## config.mk

```make
export PLATFORM = sky130hd
export DESIGN_NAME = uart_rx_fifo
export DESIGN_NICKNAME = d
export VERILOG_FILES = /design/src/rtl/uart_rx_fifo.sv
export SDC_FILE = /design/constraint.sdc
export NUM_CORES = 1
export LEC_CHECK = 0
export CAP_MARGIN = 0
export CORE_MARGIN = 3
export CORE_UTILIZATION = 25
export CTS_CLUSTER_DIAMETER = 50
export DETAILED_ROUTE_END_ITERATION = 8
export PLACE_DENSITY_LB_ADDON = 0.15
export SYNTH_ARGS = -nofsm -noshare
export SYNTH_HDL_FRONTEND = slang
export SYNTH_SLANG_ARGS = --single-unit
```

## constraint.sdc

```tcl
create_clock -name clk -period 2.9 [get_ports clk]
set_input_delay 0.435 -clock clk [delete_from_list [all_inputs] [get_ports clk]]
set_output_delay 0.435 -clock clk [all_outputs]
set_load 0.02 [all_outputs]
```

## src/rtl/uart_rx_fifo.sv

```systemverilog
// Receive-side FIFO behind the UART decoder: FWFT byte+parity storage with
// overflow, parity-error counting and an idle-line timeout for partial bursts.
module uart_rx_fifo #(
  parameter int DEPTH   = 16,
  parameter int AW      = 4,
  parameter int TIMEOUT = 19096
) (
  input  logic          clk,
  input  logic          nrst,
  input  logic [7:0]    rx_data,
  input  logic          rx_done,
  input  logic          rx_perr,
  input  logic          rd_en,
  input  logic          clr_ovf,
  input  logic          clr_perr_cnt,
  output logic [7:0]    rd_data,
  output logic          rd_perr,
  output logic          empty,
  output logic          full,
  output logic [AW:0]   count,
  output logic          overflow,
  output logic [7:0]    perr_cnt,
  output logic          rx_timeout
);

  localparam int          IW       = ($clog2(TIMEOUT + 1) > 15) ? $clog2(TIMEOUT + 1) : 15;
  localparam logic [IW-1:0] IDLE_MAX = IW'(TIMEOUT);
  localparam logic [AW:0]   FULL_CNT = (AW + 1)'(DEPTH);

  logic [8:0]    mem_q [DEPTH];
  logic [8:0]    mem_d [DEPTH];
  logic [AW-1:0] wp_q, wp_d;
  logic [AW-1:0] rp_q, rp_d;
  logic [AW:0]   count_q, count_d;
  logic          overflow_q, overflow_d;
  logic [7:0]    perr_cnt_q, perr_cnt_d;
  logic [IW-1:0] idle_q, idle_d;

  logic          do_push, do_pop;

  assign empty      = (count_q == '0);
  assign full       = (count_q == FULL_CNT);
  assign rd_data    = mem_q[rp_q][7:0];
  assign rd_perr    = mem_q[rp_q][8];
  assign count      = count_q;
  assign overflow   = overflow_q;
  assign perr_cnt   = perr_cnt_q;
  assign rx_timeout = (idle_q == IDLE_MAX) && !empty;

  // A pop frees the slot the concurrent push lands in, so full only blocks a lone push.
  assign do_pop  = rd_en && !empty;
  assign do_push = rx_done && (!full || do_pop);

  always_comb begin
    // NOTE: every variable gets a default first so no path leaves it unassigned (no latches).
    mem_d      = mem_q;
    wp_d       = wp_q;
    rp_d       = rp_q;
    count_d    = count_q + (AW + 1)'(do_push) - (AW + 1)'(do_pop);
    overflow_d = overflow_q;
    perr_cnt_d = perr_cnt_q;
    idle_d     = idle_q;

    if (do_push) begin
      mem_d[wp_q] = {rx_perr, rx_data};
      wp_d        = wp_q + 1'b1;
    end
    if (do_pop) rp_d = rp_q + 1'b1;

    if (rx_done && full && !rd_en) overflow_d = 1'b1;
    else if (clr_ovf)              overflow_d = 1'b0;

    if (do_push && rx_perr) begin
      if (clr_perr_cnt)              perr_cnt_d = 8'd1;
      else if (perr_cnt_q != 8'hFF)  perr_cnt_d = perr_cnt_q + 8'd1;
    end else if (clr_perr_cnt) begin
      perr_cnt_d = 8'd0;
    end

    if (do_push || do_pop || empty) idle_d = '0;
    else if (idle_q != IDLE_MAX)    idle_d = idle_q + 1'b1;
  end

  always_ff @(posedge clk or negedge nrst) begin
    if (!nrst) begin
      // NOTE: storage is reset too, so rd_data reads 0 after reset rather than X.
      for (int i = 0; i < DEPTH; i++) mem_q[i] <= '0;
      wp_q       <= '0;
      rp_q       <= '0;
      count_q    <= '0;
      overflow_q <= 1'b0;
      perr_cnt_q <= '0;
      idle_q     <= '0;
    end else begin
      // NOTE: non-blocking assignments so every flop samples pre-edge values.
      mem_q      <= mem_d;
      wp_q       <= wp_d;
      rp_q       <= rp_d;
      count_q    <= count_d;
      overflow_q <= overflow_d;
      perr_cnt_q <= perr_cnt_d;
      idle_q     <= idle_d;
    end
  end

endmodule

```

# == Word-level counts from Yosys, hierarchy flattened ==
# Index checks and enable logic that the tools add are counted.
# word_totals
reg_bits,181
inputBits,15
output_inout_bits,26
elab_cells,70
# op_classes
n_addsub,6
n_lt_le_gt_ge,3
n_eq_ne,4
mux,14
bitwise_logic,2
reduce_logical,19
# ops
cell,n
bitwise mux 144 bit,1
binary-select mux 9 bit (select 4 bit),1
demux 9 bit (select 4 bit),1
2-to-1 mux 8 bit,4
2-to-1 mux 15 bit,2
2-to-1 mux 9 bit,3
adder 15 x 1 -> 15 bit (second input constant),1
equality test 15 bit (second input constant),1
inequality test 15 bit (second input constant),1
>= comparator 5 bit (second input constant),2
NOT 4 -> 5 bit,2
adder 4 x 1 -> 4 bit (second input constant),2
adder 8 x 1 -> 8 bit (second input constant),1
inequality test 8 bit (second input constant),1
nonzero test 2 bit,4
logical AND 1 bit,7
adder 5 x 1 -> 5 bit,1
equality test 5 bit (second input constant),1
logical NOT 5 bit,1
< comparator 5 x 1 -> 1 bit (second input constant),1
subtractor 5 x 1 -> 5 bit,1
logical NOT 1 bit,3
logical OR 1 bit,3
2-to-1 mux 1 bit,2
AND reduction 2 bit,1

# == Depth between registers and ports, before layout ==
# Gate-level depths: netlist of run 1.
# logic_depth
word_depth,8
ltp_mapped,15
depth_no_buf,14

# == Worst setup path after synthesis of run 1 ==
# No wires, ideal clock.
# synth_path
kind,reg-to-reg
startpoint,register count_q[2] (netlist: count[2])
endpoint,register count_q[4] (netlist: count[4])
setup_time_ps,80
arrival_time_ps,2845
required_time_ps,2820
path_slack_ps,-25
stages_incl_launch_ff,16
path_buffers,2
synth_period_minus_slack_ps,2925
path_cell_list,dfrtp_1 -> inv_1 -> ha_1 -> nor4bb_1 -> clkbuf_1 -> a21boi_2 -> buf_2 -> inv_1 -> ha_1 -> ha_1 -> inv_1 -> fa_1 -> inv_1 -> a21oi_1 -> o21bai_1 -> xnor2_1
# synth_via
word_cells_on_any_way,9
cone_classes,2 x add/sub; 1 x eq/ne; 6 x reduce/logical
# synth_lines
item,line_no,rtl
from (decl),34,"logic [AW:0] count_q, count_d;"
from (signal assigned),99,count_q <= count_d;
equality test 5 bit,42,assign full = (count_q == FULL_CNT);
via full,19,"output logic full,"
logical NOT 1 bit,52,assign do_push = rx_done && (!full || do_pop);
logical OR 1 bit,52,
logical AND 1 bit,52,
adder 5 x 1 -> 5 bit,59,count_d = count_q + (AW + 1)'(do_push) - (AW + 1)'(do_pop);
subtractor 5 x 1 -> 5 bit,59,
via count_d[4],34,
# The timed path passes the listed nets, and every way through them passes these cells.
# A chain may end at the register's enable or synchronous reset.

# == Final worst setup path of run 1 ==
# layout_path
startpoint,register rp_q[0]
endpoint,output port rd_data[1]
# layout_via
elab_chain_len,4
# layout_rtl
item,line_no,rtl
from (decl),33,"logic [AW-1:0] rp_q, rp_d;"
from (signal assigned),98,rp_q <= rp_d;
NOT 4 -> 5 bit (not written as such),43,assign rd_data = mem_q[rp_q][7:0];
binary-select mux 9 bit (select 4 bit),43,
2-to-1 mux 9 bit (2 in series),n/a,
to (decl),16,"output logic [7:0] rd_data,"
# Every way passes these cells. The select of a mux whose other input is x is not followed.

==> reports/results.ini, run 1 <==
[worst_setup_path]
end_kind = primary output
crit_arrival_ps = 2340
r2r-end = count[4]
startpoint_type = register
crit_chain = buf_12, mux4_2, a22oi_2, nand2_1, dlygate4sd2_1
required_ps = 2470
slowest_delay_ps = 550
crit_start = rp_q[0]
crit_fanout = 19
crit_slowest_cell = mux4_2
cp_top_family = buffers and inverters
rrSetupSlack_ps = 300
reg2regPathDepth = 14
critical_path_class = register to primary output
path_buf_inv = 2
r2r_start = count[2]

[timing]
hold_viol = 0
rsz0062_at_grt = false
worst_pin_slew_ps = 665.9
skew_ps = 11.75
setup_viol = 0
tns_ps = 0
finalCritPeriodShare_pct = 95.65
finalMaxSlewViolations = 0
finalWorstSetupSlack_ps = 126.2
slew_headroom_pct = 55.45
finalCriticalPeriod_ps = 2774
fmax_ghz = 0.3605

[logic_synthesis]
syn_nets = 632
syn_area_mm2 = 0.008503
yosysTopAreaCellShare_pct = 53.27
synthMostInstantiatedCell = dfrtp_1
synth-simple-area-share_pct = 7.195
async_reset_ff_share_pct = 100.0
yosysWarnings = 0
yosys.area.top_type = dfrtp_1
ys_top_cells_by_count = 181 x dfrtp_1, 144 x mux2_2, 36 x mux4_2
synth-xor-area-share_pct = 2.163
syn_area_per_cell_um2 = 14.12
synth_edf_count = 0
synth_ff_type = dfrtp_1
synth_top_family_by_area = multiplexers
synth-seq-area-share_pct = 53.27
synthesis.instances = 602
ys_types = 46
synthAdderAreaFrac_pct = 2.295
ys_seq_elements = 181
synth_area_leaders = dfrtp_1 53%, mux2_2 19%, mux4_2 9.5%
synth.area.mux_share_pct = 28.72
synth_compound_area_share_pct = 3.855

[flow_run]
maxCapViolations = 0

[power_and_ir_drop]
p_per_area_mw_per_mm2 = 1076
p_leak_nw = 4.348
ir_worst_vdd_v = 0.0004791

[global_route]
grt_pass1_wl_um = 33840
grt_usage_pct = 12.38
antenna_found_initial = 0
gr-total-overflow = 0
grt_pass1_vias = 5660
grt_max_degree = 61

[clock_tree]
cts_buffer_depth = 2
cts_tree = built
cts_sinks = 181
cts_made_buffers = 17
clock_latency_ps = 440
cts.clk_slew.worst_paths_ps = 70
cts.htree.levels = 4
clock-root-buffer = clkbuf_16

[floorplan]
fp.dieH_um = 190.4
core_mm2 = 0.03303
num_rows = 66
die_w_um = 190.4
ios = 41
dieArea_mm2 = 0.03626
start_util_pct = 25.74

[route]
vias = 5231
dr.pass1.iters = 5
vias_per_cell = 4.679
first_iter_violations = 249
wl_per_cell_um = 18.98
drc = 0
postRouteAntennaNets = 0
wl_um = 21220

[min_path]
min-delay-start = mem_q[84]
holdPathStages = 1
min_path_type = register to register
min_to = mem_q[84]

[status]
status = complete, no violations

[final_layout]
drive_gt1_share_pct = 40.24
antenna_cells = 0
filler_cell_count = 3304
area_growth_pct = 21.01
fin_nets = 693

[placement]
gp_congestion = 0.7164
post-place-ws_ps = 93.38
portBuffers = 40
dp_hpwl_um = 14080

## cells by family after synthesis
kind of cell | count (synthesis)
xor+xnor | 21
compound gates | 47
simple gates | 103
mux | 181
fa+ha+maj | 15
flops | 181
buf+inv | 54
## worst max path at each step
stage                       to  cells past startpoint
detailed placement    count[4]                     14
CTS                 rd_data[2]                      6
floorplan             count[4]                     15
finish              rd_data[1]                      5
global placement      count[4]                     14
global route        rd_data[7]                      5
## power by group
part	total, mW	internal (mW)	switching [mW]
Combinational	4.41	2.44	1.97
Clock	2.44	1.39	1.06
Sequential	4.22	3.60	0.617
## per-layer routing
layer | track usage, % | vias up | routed length, um
met2 | 20.62 | 94 | 10500
met1 | 16.39 | 2782 | 9757
met5 | 0 | - | 0
met3 | 2.941 | 15 | 758
li1 | - | 2340 | -
met4 | 2.907 | 0 | 204
## worst register-to-register path, stage by stage, from the launching register on
cell and delay, ps:
dfrtp_1 410, inv_1 90, ha_1 150, or4b_4 460, inv_1 90, nor2_1 80
inv_2 90, ha_1 230, ha_1 200, inv_1 80, fa_2 210, inv_1 40
a21oi_1 130, o21bai_1 80, xnor2_1 130
## layout by cell type, fill, tap and decap left out, types with 3 or more instances in the layout
| cell | n |
|---|---|
| nand4_1 | 10 |
| nand3_1 | 8 |
| buf_12 | 6 |
| clkinv_4 | 4 |
| nor2_1 | 18 |
| bufinv_16 | 3 |
| dfrtp_1 | 180 |
| mux2_2 | 144 |
| a22oi_2 | 3 |
| xnor2_1 | 17 |
| nand3_2 | 12 |
| clkinv_2 | 3 |
| o31ai_1 | 4 |
| inv_6 | 3 |
| or4_1 | 4 |
| or3_1 | 3 |
| nor2b_1 | 5 |
| dlygate4sd2_1 | 10 |
| o21ai_0 | 4 |
| clkdlybuf4s50_1 | 28 |
| clkbuf_16 | 17 |
| nand2_1 | 23 |
| nor3_1 | 4 |
| xor2_1 | 4 |
| ha_1 | 14 |
| mux4_2 | 36 |
| inv_1 | 19 |
| a21oi_1 | 10 |
| buf_4 | 29 |
| nor4_1 | 4 |
| a22oi_1 | 15 |
## metrics by stage
| stage | instances | instance area (um^2) | utilization, % | power [mW] | hold slack [ps] |
|---|---|---|---|---|---|
| global route | 1118 | 10290 | 31.15 | 11.80 | 509.1 |
| finish | 1118 | 10290 | 31.15 | 11.08 | 499.4 |
| global placement | 1077 | 9587 | 29.02 | 8.602 | 463.1 |
| detailed placement | 1077 | 9587 | 29.02 | 8.747 | 473.7 |
| CTS | 1110 | 10210 | 30.91 | 11.16 | 503.0 |
| floorplan | 602 | 8506 | - | 7.121 | 139.4 |
## sequential cells by signal, indices dropped and copies added, names as in the netlist
name      count
count         5
idle_q       15
mem_q       144
overflow      1
perr_cnt      8
rp_q          4
wp_q          4
## final cells by class
| cell class | count | area (um^2) | area share [%] |
|---|---|---|---|
| timing repair buffer | 76 | 732.0 | 7.113 |
| inverter | 20 | 75.07 | 0.7296 |
| multi-input combinational | 367 | 3786 | 36.79 |
| clock inverter | 14 | 173.9 | 1.690 |
| tap | 442 | 553.0 | 5.374 |
| clock buffer | 18 | 439.2 | 4.268 |
| sequential | 181 | 4531 | 44.03 |
## timing repair
item	in CTS	in global routing
hold buffers	1	0
resized for setup	14	6
pin swaps	0	0
endpoints found under the setup margin	11	6
setup buffers	0	8
hold endpoints to repair	31	0
cloned	0	0
Note: power is estimated with default switching activity, not from simulation.
==> run 2: changes to the inputs <==
--- a/config.mk
+++ b/config.mk
@@ -14,3 +14,4 @@
 export SYNTH_ARGS = -nofsm -noshare
 export SYNTH_HDL_FRONTEND = slang
 export SYNTH_SLANG_ARGS = --single-unit
+export TNS_END_PERCENT = 5
==> results of run 2 <==
Same layout as run 1: the final DEF is identical, and so are final timing and power.
